===== src/rtl/cv32e40s_pkg.sv =====
// Shared types and constants for the OBI limiting interface.
package cv32e40s_pkg;

    // A-channel handling: payload passed straight through, or held in the capture register
    typedef enum logic [0:0] {
        TRANSPARENT = 1'b0,
        REGISTERED  = 1'b1
    } obi_if_state_e;

    // Reset value of every bit of the A-channel capture register
    localparam logic OBI_A_RESET_BIT = 1'b0;

    // Per-transaction bookkeeping carried from grant to response
    typedef struct packed {
        logic integrity;
        logic gntpar_err;
    } obi_resp_entry_t;

endpackage


===== src/rtl/cv32e40s_obi_resp_fifo.sv =====
// Small FIFO carrying per-transaction attributes from grant to response.
// A pop while empty is ignored and the head then reads as zero.
module cv32e40s_obi_resp_fifo #(
    parameter int unsigned DEPTH = 2,
    parameter int unsigned WIDTH = 2
) (
    input  logic             clk,
    input  logic             rst_n,
    input  logic             push_i,
    input  logic [WIDTH-1:0] wdata_i,
    input  logic             pop_i,
    output logic [WIDTH-1:0] rdata_o
);

    localparam int unsigned PTR_W = (DEPTH > 1) ? $clog2(DEPTH) : 1;
    localparam int unsigned CNT_W = $clog2(DEPTH + 1);
    localparam logic [PTR_W-1:0] LAST_PTR = PTR_W'(DEPTH - 1);
    localparam logic [CNT_W-1:0] FULL_CNT = CNT_W'(DEPTH);

    logic [WIDTH-1:0] mem_q [DEPTH];
    logic [PTR_W-1:0] wptr_q, rptr_q;
    logic [CNT_W-1:0] cnt_q;
    logic             empty, full, do_push, do_pop;

    function automatic logic [PTR_W-1:0] ptr_inc(input logic [PTR_W-1:0] p);
        return (p == LAST_PTR) ? '0 : p + PTR_W'(1);
    endfunction

    assign empty   = (cnt_q == '0);
    assign full    = (cnt_q == FULL_CNT);
    assign do_pop  = pop_i && !empty;
    // A full FIFO still accepts a push when the head leaves in the same cycle
    assign do_push = push_i && (!full || do_pop);
    assign rdata_o = empty ? '0 : mem_q[rptr_q];

    // Storage, pointers and fill level
    always_ff @(posedge clk) begin
        if (!rst_n) begin
            wptr_q <= '0;
            rptr_q <= '0;
            cnt_q  <= '0;
            for (int i = 0; i < int'(DEPTH); i++) begin
                mem_q[i] <= '0;
            end
        end else begin
            if (do_push) begin
                mem_q[wptr_q] <= wdata_i;
                wptr_q        <= ptr_inc(wptr_q);
            end
            if (do_pop) begin
                rptr_q <= ptr_inc(rptr_q);
            end
            if (do_push && !do_pop) begin
                cnt_q <= cnt_q + CNT_W'(1);
            end else if (!do_push && do_pop) begin
                cnt_q <= cnt_q - CNT_W'(1);
            end
        end
    end

endmodule


===== src/rtl/cv32e40s_obi_limit_interface.sv =====
// OBI master interface limiting the number of outstanding transactions, holding the
// A-channel payload stable while a request waits for grant, and tracking parity errors.
module cv32e40s_obi_limit_interface
    import cv32e40s_pkg::*;
#(
    parameter int unsigned ADDR_WIDTH      = 32,
    parameter int unsigned DATA_WIDTH      = 32,
    parameter int unsigned MAX_OUTSTANDING = 2,
    parameter int unsigned INTEGRITY       = 1
) (
    input  logic                                   clk,
    input  logic                                   rst_n,

    input  logic                                   trans_valid_i,
    output logic                                   trans_ready_o,
    input  logic [ADDR_WIDTH-1:0]                  trans_addr_i,
    input  logic                                   trans_we_i,
    input  logic [DATA_WIDTH/8-1:0]                trans_be_i,
    input  logic [DATA_WIDTH-1:0]                  trans_wdata_i,
    input  logic                                   trans_integrity_i,

    output logic                                   resp_valid_o,
    output logic [DATA_WIDTH-1:0]                  resp_rdata_o,
    output logic                                   resp_err_o,
    output logic                                   resp_integrity_o,
    output logic                                   resp_integrity_err_o,

    output logic                                   obi_req_o,
    output logic                                   obi_reqpar_o,
    input  logic                                   obi_gnt_i,
    input  logic                                   obi_gntpar_i,
    output logic [ADDR_WIDTH-1:0]                  obi_addr_o,
    output logic                                   obi_we_o,
    output logic [DATA_WIDTH/8-1:0]                obi_be_o,
    output logic [DATA_WIDTH-1:0]                  obi_wdata_o,

    input  logic                                   obi_rvalid_i,
    input  logic                                   obi_rvalidpar_i,
    input  logic [DATA_WIDTH-1:0]                  obi_rdata_i,
    input  logic                                   obi_err_i,

    output logic                                   integrity_err_o,
    output logic                                   protocol_err_o,
    output logic [$clog2(MAX_OUTSTANDING+1)-1:0]   outstanding_o
);

    localparam int unsigned BE_W  = DATA_WIDTH / 8;
    localparam int unsigned CNT_W = $clog2(MAX_OUTSTANDING + 1);
    localparam int unsigned PW    = ADDR_WIDTH + 1 + BE_W + DATA_WIDTH + 1;
    localparam logic [CNT_W-1:0] MAX_CNT = CNT_W'(MAX_OUTSTANDING);

    obi_if_state_e    state_q;
    logic [PW-1:0]    cap_q;
    logic [PW-1:0]    trans_payload, obi_payload;
    logic             req_integrity;
    logic [CNT_W-1:0] cnt_q, cnt_d;
    logic             credit, gnt_evt, cnt_dec;

    // Credit uses the registered count, so a slot freed by rvalid is usable only next cycle
    assign credit        = (cnt_q < MAX_CNT);
    assign obi_req_o     = (state_q == REGISTERED) ? 1'b1 : (trans_valid_i && credit);
    assign obi_reqpar_o  = ~obi_req_o;
    assign trans_ready_o = (state_q == TRANSPARENT) && credit;
    assign gnt_evt       = obi_req_o && obi_gnt_i;
    assign cnt_dec       = obi_rvalid_i && (cnt_q != '0);

    assign trans_payload = {trans_addr_i, trans_we_i, trans_be_i, trans_wdata_i, trans_integrity_i};
    assign obi_payload   = (state_q == REGISTERED) ? cap_q : trans_payload;
    assign {obi_addr_o, obi_we_o, obi_be_o, obi_wdata_o, req_integrity} = obi_payload;

    assign resp_valid_o   = obi_rvalid_i;
    assign resp_rdata_o   = obi_rdata_i;
    assign resp_err_o     = obi_err_i;
    assign protocol_err_o = obi_rvalid_i && (cnt_q == '0);
    assign outstanding_o  = cnt_q;

    // A-channel FSM: capture the payload when a request is not granted immediately
    always_ff @(posedge clk) begin
        if (!rst_n) begin
            state_q <= TRANSPARENT;
            cap_q   <= {PW{OBI_A_RESET_BIT}};
        end else begin
            case (state_q)
                TRANSPARENT: begin
                    if (obi_req_o && !obi_gnt_i) begin
                        state_q <= REGISTERED;
                        cap_q   <= trans_payload;
                    end
                end
                REGISTERED: begin
                    if (obi_gnt_i) begin
                        state_q <= TRANSPARENT;
                    end
                end
                default: state_q <= TRANSPARENT;
            endcase
        end
    end

    // Next outstanding count; grant and response together cancel out
    always_comb begin
        cnt_d = cnt_q;
        case ({gnt_evt, cnt_dec})
            2'b10:   if (cnt_q != MAX_CNT) cnt_d = cnt_q + CNT_W'(1);
            2'b01:   cnt_d = cnt_q - CNT_W'(1);
            default: cnt_d = cnt_q;
        endcase
    end

    // Outstanding transaction counter
    always_ff @(posedge clk) begin
        if (!rst_n) begin
            cnt_q <= '0;
        end else begin
            cnt_q <= cnt_d;
        end
    end

    if (INTEGRITY != 0) begin : gen_integrity
        obi_resp_entry_t push_entry, head_entry;
        logic            gntpar_err, rvalidpar_err;

        assign gntpar_err    = (obi_gnt_i == obi_gntpar_i);
        assign rvalidpar_err = (obi_rvalid_i == obi_rvalidpar_i);
        assign push_entry    = '{integrity: req_integrity, gntpar_err: gntpar_err};

        cv32e40s_obi_resp_fifo #(
            .DEPTH (MAX_OUTSTANDING),
            .WIDTH ($bits(obi_resp_entry_t))
        ) u_resp_fifo (
            .clk     (clk),
            .rst_n   (rst_n),
            .push_i  (gnt_evt),
            .wdata_i (push_entry),
            .pop_i   (obi_rvalid_i),
            .rdata_o (head_entry)
        );

        assign resp_integrity_o     = head_entry.integrity;
        assign resp_integrity_err_o = rvalidpar_err || head_entry.gntpar_err;
        assign integrity_err_o      = gntpar_err || rvalidpar_err;
    end else begin : gen_no_integrity
        assign resp_integrity_o     = 1'b0;
        assign resp_integrity_err_o = 1'b0;
        assign integrity_err_o      = 1'b0;
    end

endmodule


===== config.mk =====
export PLATFORM = sky130hd
export DESIGN_NAME = cv32e40s_obi_limit_interface
export DESIGN_NICKNAME = d
export VERILOG_FILES = /design/src/rtl/cv32e40s_pkg.sv /design/src/rtl/cv32e40s_obi_resp_fifo.sv /design/src/rtl/cv32e40s_obi_limit_interface.sv
export SDC_FILE = /design/constraint.sdc
export NUM_CORES = 1
export LEC_CHECK = 0
export ABC_AREA = 1
export BUFFER_PORTS_ARGS = -buffer_cell sky130_fd_sc_hd__buf_4
export CAP_MARGIN = 20
export CORE_UTILIZATION = 23
export CTS_CLUSTER_SIZE = 14
export DETAILED_ROUTE_END_ITERATION = 7
export HOLD_SLACK_MARGIN = 0.03
export PLACE_DENSITY = 0.42
export SYNTH_ARGS = -nofsm -noshare
export SYNTH_HDL_FRONTEND = slang
export SYNTH_HIERARCHICAL = 1
export SYNTH_SLANG_ARGS = --single-unit

===== constraint.sdc =====
create_clock -name clk -period 3.8 [get_ports clk]
set_clock_uncertainty 0.2 [all_clocks]
set_input_delay 0.38 -clock clk [delete_from_list [all_inputs] [get_ports clk]]
set_output_delay 0.38 -clock clk [all_outputs]
set_load 0.01 [all_outputs]

==> metrics, run 1 <==
status=finished clean; DPL Wire Length=between 7 and 8 mm; P_int=1.85 mW; Mapped Area=a little over 5000 um^2; actual slew at the worst max-slew pin=~0.8 ns; Worst slew margin=0.468; maximum clock frequency=352 MHz; Top FF cell, synth=dfxtp_1; Finished Cell Area=around 6000 um^2; total track usage=0.101; Combinational Power Share=0.259; vias in the first global route=3496; Placed Cells=around 960; element type at the critical path end=output pin; Post-CTS Resized=0; drt wl/cell=between 10 and 15 um; Cell variety after synth=30; Worst EP arrival=roughly 2.3 ns; largest net degree at the start of global routing=83; diode count=0; I/O pins=222; synthesized flop and latch total=~80; Initial Util=0.235; area of the multi-input gates=2040 um^2; die area=22900 um^2; H-tree levels=3; Fin. Hold Viols=0; post-route minimum period=~2.8 ns; cts bufs inserted=9; critical path type=flop to output pin; CTS max path bufs=2; DR DRC count=0; gpl congestion=0.709; Core Box Area=between 20000 and 25000 um^2; Setup WS pre-CTS=about 1.2 ns; critical path data required time=~3.2 ns; startpoint types=flop; Vias=~3800; fraction of layout cells with a size suffix above 1=0.421; initial antenna violation count=0; CTS root buf=clkbuf_16; VDD IR max=0.203 mV; FP Rows=54; worst-path fanout max=between 80 and 90; Final Non-Filler Cells=approximately 970; Fin Setup TNS=0 ns; synth cell count leaders=105 x buf_4, 93 x nand2_1, 89 x o21ai_0, 87 x inv_1, 78 x dfxtp_1; Pre-antenna DRT Iters=4; post-synthesis cell count=around 660; Slew Limit Fails=0; Final Util=0.274; power share of the sequential group=0.377; Ys Warns=6; PortBufs=roughly 160; via-per-instance ratio=3.94; DRT antenna net count=0; TritonCTS clock tree=yes; Post-synth EDFFs=4; Die Ht=between 150 and 200 um; clk sink count=82; Yosys top cell area share=0.304; Setup violations, final=0; RSZ-0062 raised after global routing=no; Synthesized Nets=a little under 800; top-count cell post-synth=buf_4; worst setup margin=0.963 ns; Layout Nets=800; PD cells=around 450 nW/um^2; ranking of synthesized cells by area=dfxtp_1 30%, buf_4 15%, a21oi_2 10%, o21ai_0 8.7%, o21ai_2 6.8%; Clk pwr share=0.364; GRT overflow=0; Psw=between 800 and 900 uW; post-CTS setup buffers=0; cell taking the most area after synthesis=dfxtp_1; first-pass GRT wire length=about 18 mm; sequential standard cell area=approximately 1700 um^2; CTS Hold Bufs=0; Synth Area per Inst=7.78 um^2; register area share after synthesis=0.328; area grow syn2layout=16.6%; DP Area=5650 um^2; # fillers=~2400; leakage=approximately 2.6 nW; fraction of registers with async set/reset=0; Hold WC Path Type=input pin to flop; WL final=between 10 and 15 mm; max_cap viols=0; Chip Width=151 um; Worst-path clk slew=roughly 0.06 ns; switching part of the total=0.304; first-iteration detailed-routing DRC count=about 140; final worst path period share=0.747; Worst-Skew Late Latency=approximately 0.34 ns
==> cell families (layout without fill, tap and decap cells) <==
logic type | Yosys count | count (layout) | share of synthesized area
buf+inv | 232 | 267 | 0.275
xor+xnor | 1 | 1 | 0.00171
simple gates | 129 | 129 | 0.110
flops | 82 | 82 | 0.328
fa+ha+maj | 1 | 1 | 0.00244
compound gates | 214 | 214 | 0.283
==> registers in the layout, summed over array words and instances, names as in the netlist, named ones only <==
signal / flops
gen_integrity.u_resp_fifo/cnt_q: 2
cap_q: 70
gen_integrity.u_resp_fifo/wptr_q: 1
gen_integrity.u_resp_fifo/rptr_q: 1
outstanding_o: 2
state_q: 1
gen_integrity.u_resp_fifo/mem_q: 4
==> layout make-up <==
type | count | area share
sequential | 82 | 0.281
multi-input combinational | 345 | 0.341
clock inverter | 6 | 0.0151
inverter | 91 | 0.0575
tap | 280 | 0.0586
clock buffer | 10 | 0.0400
timing repair buffer | 160 | 0.207
==> routing by layer <==
metal | share of wire | up-vias | wire length (um) | GRT usage
met5 | 0 | - | 0 | 0
met4 | 0.010 | 0 | 116 | 0.0300
met3 | 0.079 | 5 | 900 | 0.0413
met2 | 0.47 | 100 | 5290 | 0.162
met1 | 0.44 | 1679 | 5030 | 0.122
li1 | - | 2057 | - | -
==> per-stage QoR <==
| step | hold WS (ns) | power, mW |
|---|---|---|
| after floorplan | 0.225 | 1.59 |
| after global placement | 0.245 | 1.72 |
| after detailed placement | 0.242 | 1.73 |
| after CTS | 0.0535 | 2.73 |
| after global routing | 0.0785 | 2.85 |
| final | 0.0783 | 2.66 |
==> path summary, 6_finish.rpt <==
| check | depth (start not counted) | slack (ns) | startpoint | to |
|---|---|---|---|---|
| setup / recovery | 4 | 0.96 | state_q | obi_wdata_o[25] |
| hold / removal | 2 | 0.08 | obi_gnt_i | state_q |
| setup reg to reg | 5 | 1.28 | state_q | cap_q[48] |
| hold reg to reg | 2 | 0.25 | cap_q[2] | cap_q[2] |
==> worst max-delay path, stage by stage (launching register included) <==
cell,delay (ns)
dfxtp_1,0.34
inv_4,0.43
buf_4,0.65
o21ai_0,0.23
buf_4,0.20
==> power groups by stage <==
stage	Clock (mW)	Sequential [mW]	Combinational, mW
after floorplan	0	1.02	0.575
after CTS	1.02	1.00	0.705
final	0.970	1.00	0.690
after detailed placement	0	1.02	0.703
after global routing	1.05	1.01	0.779
after global placement	0	1.02	0.700
==> cell usage in the layout, fill, tap and decap left out, types with 3 or more instances in the layout <==
cell type and instances:
nand3_1 7, nand2_1 93, inv_1 87, o21ai_2 40
buf_4 157, nand2_2 3, o21ai_0 89, o21ai_1 11
clkbuf_16 9, a21oi_1 13, a21oi_2 61, buf_12 3
nor2_1 12, edfxtp_1 4, inv_2 3, nand4_1 3
dfxtp_1 78
No activity file was read; power rests on OpenSTA's default activity.
==> inputs of run 2 (changes only) <==
==> constraint.sdc (replaced) <==
create_clock -name clk -period 2.7 [get_ports clk]
set_clock_uncertainty 0.2 [all_clocks]
set_input_delay 0.27 -clock clk [delete_from_list [all_inputs] [get_ports clk]]
set_output_delay 0.27 -clock clk [all_outputs]
set_load 0.01 [all_outputs]
==> metrics, run 2 (synthesis results as in run 1) <==
status=finished clean (unchanged); leakage=2.87 nW (was 2.57 nW); vias in the first global route=3765 (was 3496); element type at the critical path end=output pin (unchanged); Initial Util=0.235 (unchanged); H-tree levels=3 (unchanged); CTS root buf=clkbuf_16 (unchanged); critical path data required time=2.23 ns (was 3.22 ns); Combinational Power Share=0.280 (was 0.259); max reg flops=70 (unchanged); diode count=0 (unchanged); first-pass GRT wire length=18.5 mm (was 17.7 mm); commonest non-fill, non-tap cell in the layout=buf_4 (unchanged); GRT overflow=0 (unchanged); DRT antenna net count=0 (unchanged); Clk pwr share=0.343 (was 0.364); Worst EP arrival=1.83 ns (was 2.26 ns); P_int=2.61 mW (was 1.85 mW); Psw=1.15 mW (was 811 uW); Post-CTS Resized=0 (unchanged); fraction of layout cells with a size suffix above 1=0.384 (was 0.421); area grow syn2layout=30.5% (was 16.6%); Worst-path clk slew=0.06 ns (about the same); TritonCTS clock tree=yes (unchanged); Worst slew margin=0.631 (was 0.468); largest net degree at the start of global routing=72 (was 83); worst-path fanout max=46 (was 82); Layout Nets=872 (was 800); die area=22900 um^2 (unchanged); Slew Limit Fails=0 (unchanged); largest registers=cap_q (70), gen_integrity.u_resp_fifo/mem_q (4) (unchanged); most used cell, CP=buf_4 (unchanged); final worst path period share=0.853; Fin Setup TNS=0 ns (unchanged); Worst-Skew Late Latency=0.34 ns (about the same); drt wl/cell=11.2 um (was 11.6 um); VDD IR max=0.270 mV (was 0.203 mV); Chip Width=151 um (unchanged); DPL Wire Length=8.12 mm (was 7.89 mm); Critical-path top delay cell=buf_4 (unchanged); crit path cell chain=inv_4, buf_4, nand2_1, o21ai_0, buf_4 (was inv_4, buf_4, o21ai_0, buf_4); WL met2=5.38 mm (was 5.29 mm); hold_sp=trans_addr_i[11] (was obi_gnt_i); Vias=4095 (was 3841); FF-to-FF Start=state_q (unchanged); PortBufs=155 (unchanged); Metal-1 WL=5.54 mm (was 5.03 mm); CTS max path bufs=2 (unchanged); startpoint types=flop (unchanged); critical path type=flop to output pin (unchanged); Fin. Hold Viols=0 (unchanged); critical path startpoint=state_q (unchanged); most frequent cells in the layout=158 x buf_4, 93 x nand2_1, 89 x o21ai_0, 87 x inv_1, 78 x dfxtp_1 (was 157 x buf_4, 93 x nand2_1, 89 x o21ai_0, 87 x inv_1, 78 x dfxtp_1); Hold WC Path Type=input pin to flop (unchanged); first-iteration detailed-routing DRC count=137 (was 136); total track usage=0.104 (was 0.101); Pre-antenna DRT Iters=4 (unchanged); worst setup margin=0.396 ns (was 0.963 ns); via-per-instance ratio=3.91 (was 3.94); highest metal used=met4 (unchanged); clk sink count=82 (unchanged); Setup violations, final=0 (unchanged); RSZ-0062 raised after global routing=no (unchanged); FP Rows=54 (unchanged); CP peak stage delay=0.44 ns (was 0.65 ns); I/O pins=222 (unchanged); post-CTS setup buffers=0 (unchanged); PD cells=561 nW/um^2 (was 445 nW/um^2); CTS Hold Bufs=70 (was 0); maximum clock frequency=about 430 MHz; Largest Register=cap_q (unchanged); power share of the sequential group=0.377 (about the same); Core Box Area=21800 um^2 (unchanged); switching part of the total=0.305 (was 0.304); actual slew at the worst max-slew pin=0.554 ns (was 0.798 ns); Setup WS pre-CTS=0.669 ns (was 1.24 ns); Die Ht=151 um (unchanged); DR DRC count=0 (unchanged); met3 wire length=645 um (was 900 um); initial antenna violation count=0 (unchanged); gpl congestion=0.673 (was 0.709); cts bufs inserted=9 (unchanged); post-route minimum period=~2.3 ns; max_cap viols=0 (unchanged); WL final=11.7 mm (was 11.3 mm)
==> run 2: cell count changes in the layout (fill, tap and decap cells not counted), sizes merged <==
cell and change:
dlygate4sd3 +70, buf +2, bufinv -1, clkbuf +1, clkinv -1, clkinvlp +1
==> run 2: power groups by stage <==
stage	logic, mW	registers, mW	clock network (mW)
2_1_floorplan	0.809	1.43	0
3_3_place_gp	0.990	1.44	0
3_5_place_dp	0.988	1.44	0
4_1_cts	1.07	1.42	1.37
5_1_grt	1.19	1.43	1.42
6_report	1.05	1.41	1.29
==> run 2: final timing paths <==
check	end	slack [ns]	depth (start not counted)
max	obi_addr_o[2]	0.40	5
min	cap_q[49]	0.05	3
max reg2reg	gen_integrity.u_resp_fifo/cnt_q[1]	0.68	12
min reg2reg	cap_q[2]	0.25	2
==> run 2: layout make-up <==
| class | count | area [um^2] |
|---|---|---|
| clock buffer | 11 | 253 |
| inverter | 91 | 344 |
| sequential | 82 | 1680 |
| fill | 2365 | 15100 |
| multi-input combinational | 345 | 2040 |
| timing repair buffer | 232 | 1970 |
| tap | 280 | 350 |
| clock inverter | 5 | 62.6 |
==> run 2: per-layer routing <==
| layer | track usage | up-vias |
|---|---|---|
| met5 | 0 | - |
| met2 | 0.168 | 90 |
| met1 | 0.129 | 1791 |
| met4 | 0.0375 | 0 |
| met3 | 0.0307 | 11 |
| li1 | - | 2203 |
==> run 2: through the flow <==
stage          utilization  instances  total power, mW  hold WS (ns)  instance area [um^2]
6_report             0.307       1046             3.76        0.0548                  6700
5_1_grt              0.307       1046             4.04        0.0829                  6700
4_1_cts              0.307       1046             3.86        0.0330                  6700
3_5_place_dp         0.260        960             2.43         0.243                  5680
3_3_place_gp         0.260        960             2.43         0.242                  5680
2_1_floorplan            -        659             2.24         0.149                  5130
==> run 2: critical path: cells and delay by family (launching register included) <==
kind                   cells  cell delay, ns
AO/OA/AOI/OAI              1            0.13
buffers and inverters      3            0.93
flip-flops                 1            0.34
AND/OR/NAND/NOR            1            0.08
==> inputs of run 3 (changes only) <==
--- a/config.mk
+++ b/config.mk
@@ -8,6 +8,7 @@
 export ABC_AREA = 1
 export BUFFER_PORTS_ARGS = -buffer_cell sky130_fd_sc_hd__buf_4
 export CAP_MARGIN = 20
+export CORE_MARGIN = 2
 export CORE_UTILIZATION = 23
 export CTS_CLUSTER_SIZE = 14
 export DETAILED_ROUTE_END_ITERATION = 7
==> metrics, run 3 (synthesis results as in run 1) <==
critical path type=flop to output pin (unchanged); Clk pwr share=0.319 (was 0.343); TritonCTS clock tree=yes (unchanged); worst setup margin=0.422 ns (was 0.396 ns); most frequent cells in the layout=161 x buf_4, 93 x nand2_1, 89 x o21ai_0, 87 x inv_1, 78 x dfxtp_1 (was 158 x buf_4, 93 x nand2_1, 89 x o21ai_0, 87 x inv_1, 78 x dfxtp_1); commonest non-fill, non-tap cell in the layout=buf_4 (unchanged); Worst-path clk slew=0.06 ns (about the same); total track usage=0.104 (about the same); switching part of the total=0.316 (was 0.305); startpoint types=flop (unchanged); WL final=12.1 mm (was 11.7 mm); vias in the first global route=3979 (was 3765); Die Ht=153 um (was 151 um); Core Box Area=21900 um^2 (was 21800 um^2); first-iteration detailed-routing DRC count=184 (was 137); CTS root buf=clkbuf_16 (unchanged); post-CTS setup buffers=0 (unchanged); critical path data required time=2.23 ns (about the same); Setup violations, final=0 (unchanged); CP peak stage delay=0.44 ns (about the same); worst-path fanout max=84 (was 46); crit path cell chain=inv_4, buf_6, nand2_1, o21ai_0, buf_4 (was inv_4, buf_4, nand2_1, o21ai_0, buf_4); Fin. Hold Viols=0 (unchanged); die area=23500 um^2 (was 22900 um^2); maximum clock frequency=439 MHz (was 434 MHz); drt wl/cell=11.5 um (was 11.2 um); final worst path period share=0.844 (was 0.853); cts bufs inserted=9 (unchanged); Chip Width=153 um (was 151 um); first-pass GRT wire length=19.7 mm (was 18.5 mm); max_cap viols=0 (unchanged); largest net degree at the start of global routing=85 (was 72); H-tree levels=3 (unchanged); DPL Wire Length=8.34 mm (was 8.12 mm); VDD IR max=0.293 mV (was 0.270 mV); Critical-path top delay cell=buf_6 (was buf_4); Layout Nets=874 (was 872); leakage=2.86 nW (was 2.87 nW); FP Rows=54 (unchanged); Largest Register=cap_q (unchanged); largest registers=cap_q (70), gen_integrity.u_resp_fifo/mem_q (4) (unchanged); Setup WS pre-CTS=0.578 ns (was 0.669 ns); PortBufs=155 (unchanged); Hold WC Path Type=input pin to flop (unchanged); Slew Limit Fails=0 (unchanged); actual slew at the worst max-slew pin=0.593 ns (was 0.554 ns); gpl congestion=0.734 (was 0.673); Worst EP arrival=1.81 ns (was 1.83 ns); fraction of layout cells with a size suffix above 1=0.385 (was 0.384); I/O pins=222 (unchanged); Pre-antenna DRT Iters=4 (unchanged); power share of the sequential group=0.389 (was 0.377); initial antenna violation count=0 (unchanged); status=finished clean (unchanged); PD cells=546 nW/um^2 (was 561 nW/um^2); Fin Setup TNS=0 ns (unchanged); Vias=4094 (was 4095); diode count=0 (unchanged); CTS max path bufs=2 (unchanged); Combinational Power Share=0.292 (was 0.280); max reg flops=70 (unchanged); post-route minimum period=2.28 ns (was 2.30 ns); clk sink count=82 (unchanged); P_int=2.49 mW (was 2.61 mW); DR DRC count=0 (unchanged); via-per-instance ratio=3.91 (about the same); GRT overflow=0 (unchanged); Initial Util=0.234 (was 0.235); RSZ-0062 raised after global routing=no (unchanged); area grow syn2layout=29.8% (was 30.5%); Psw=1.15 mW (about the same); Worst-Skew Late Latency=0.34 ns (about the same); Worst slew margin=0.604 (was 0.631); element type at the critical path end=output pin (unchanged); DRT antenna net count=0 (unchanged)
==> run 3: through the flow <==
step                utilization  hold WS, ns  total power, mW  instances  cell area, um^2
global placement          0.260        0.243             2.44        963             5690
floorplan                     -        0.149             2.24        659             5130
detailed placement        0.260        0.245             2.44        963             5690
global route              0.304       0.0632             3.90       1048             6660
CTS                       0.304       0.0423             3.73       1048             6650
finish                    0.304       0.0570             3.63       1048             6660
==> run 3: path summary, 6_finish.rpt <==
path | startpoint | endpoint | slack, ns | cells after the start
setup / recovery | state_q | obi_wdata_o[26] | 0.42 | 5
hold / removal | trans_addr_i[31] | cap_q[69] | 0.06 | 3
setup reg to reg | state_q | gen_integrity.u_resp_fifo/cnt_q[1] | 0.76 | 12
hold reg to reg | cap_q[22] | cap_q[22] | 0.25 | 2
==> run 3: critical path: cells and delay by family, from the launching register on <==
| kind | cells | cell delay, ns |
|---|---|---|
| compound gates | 1 | 0.11 |
| flops | 1 | 0.34 |
| simple gates | 1 | 0.10 |
| buf+inv | 3 | 0.83 |
==> run 3: cell type report <==
class                           count  area [um^2]
Clock buffer                       11          243
Clock inverter                      5         30.0
Fill cell                        2396        15200
Inverter                           91          344
Multi-Input combinational cell    345         2040
Sequential cell                    82         1680
Tap cell                          280          350
Timing Repair Buffer              234         1970
==> run 3: power groups by stage <==
stage               registers, mW  logic, mW  clock network, mW
floorplan                    1.43      0.809                  0
global placement             1.44      0.999                  0
detailed placement           1.44      0.998                  0
CTS                          1.41       1.08               1.23
global route                 1.43       1.19               1.28
finish                       1.41       1.06               1.16
==> run 3: per-layer routing <==
metal | GRT usage | up-vias | part of all wire
met5 | 0 | - | 0
met4 | 0.0419 | 0 | 0.021
met3 | 0.0343 | 10 | 0.058
met2 | 0.168 | 88 | 0.46
met1 | 0.128 | 1792 | 0.46
li1 | - | 2204 | -
==> run 3: timing repair <==
action | 4_1_cts | 5_1_grt
setup endpoints to repair | 0 | 3
resized for setup | 0 | 1
hold buffers | 69 | 0
hold endpoints to repair | 69 | 0
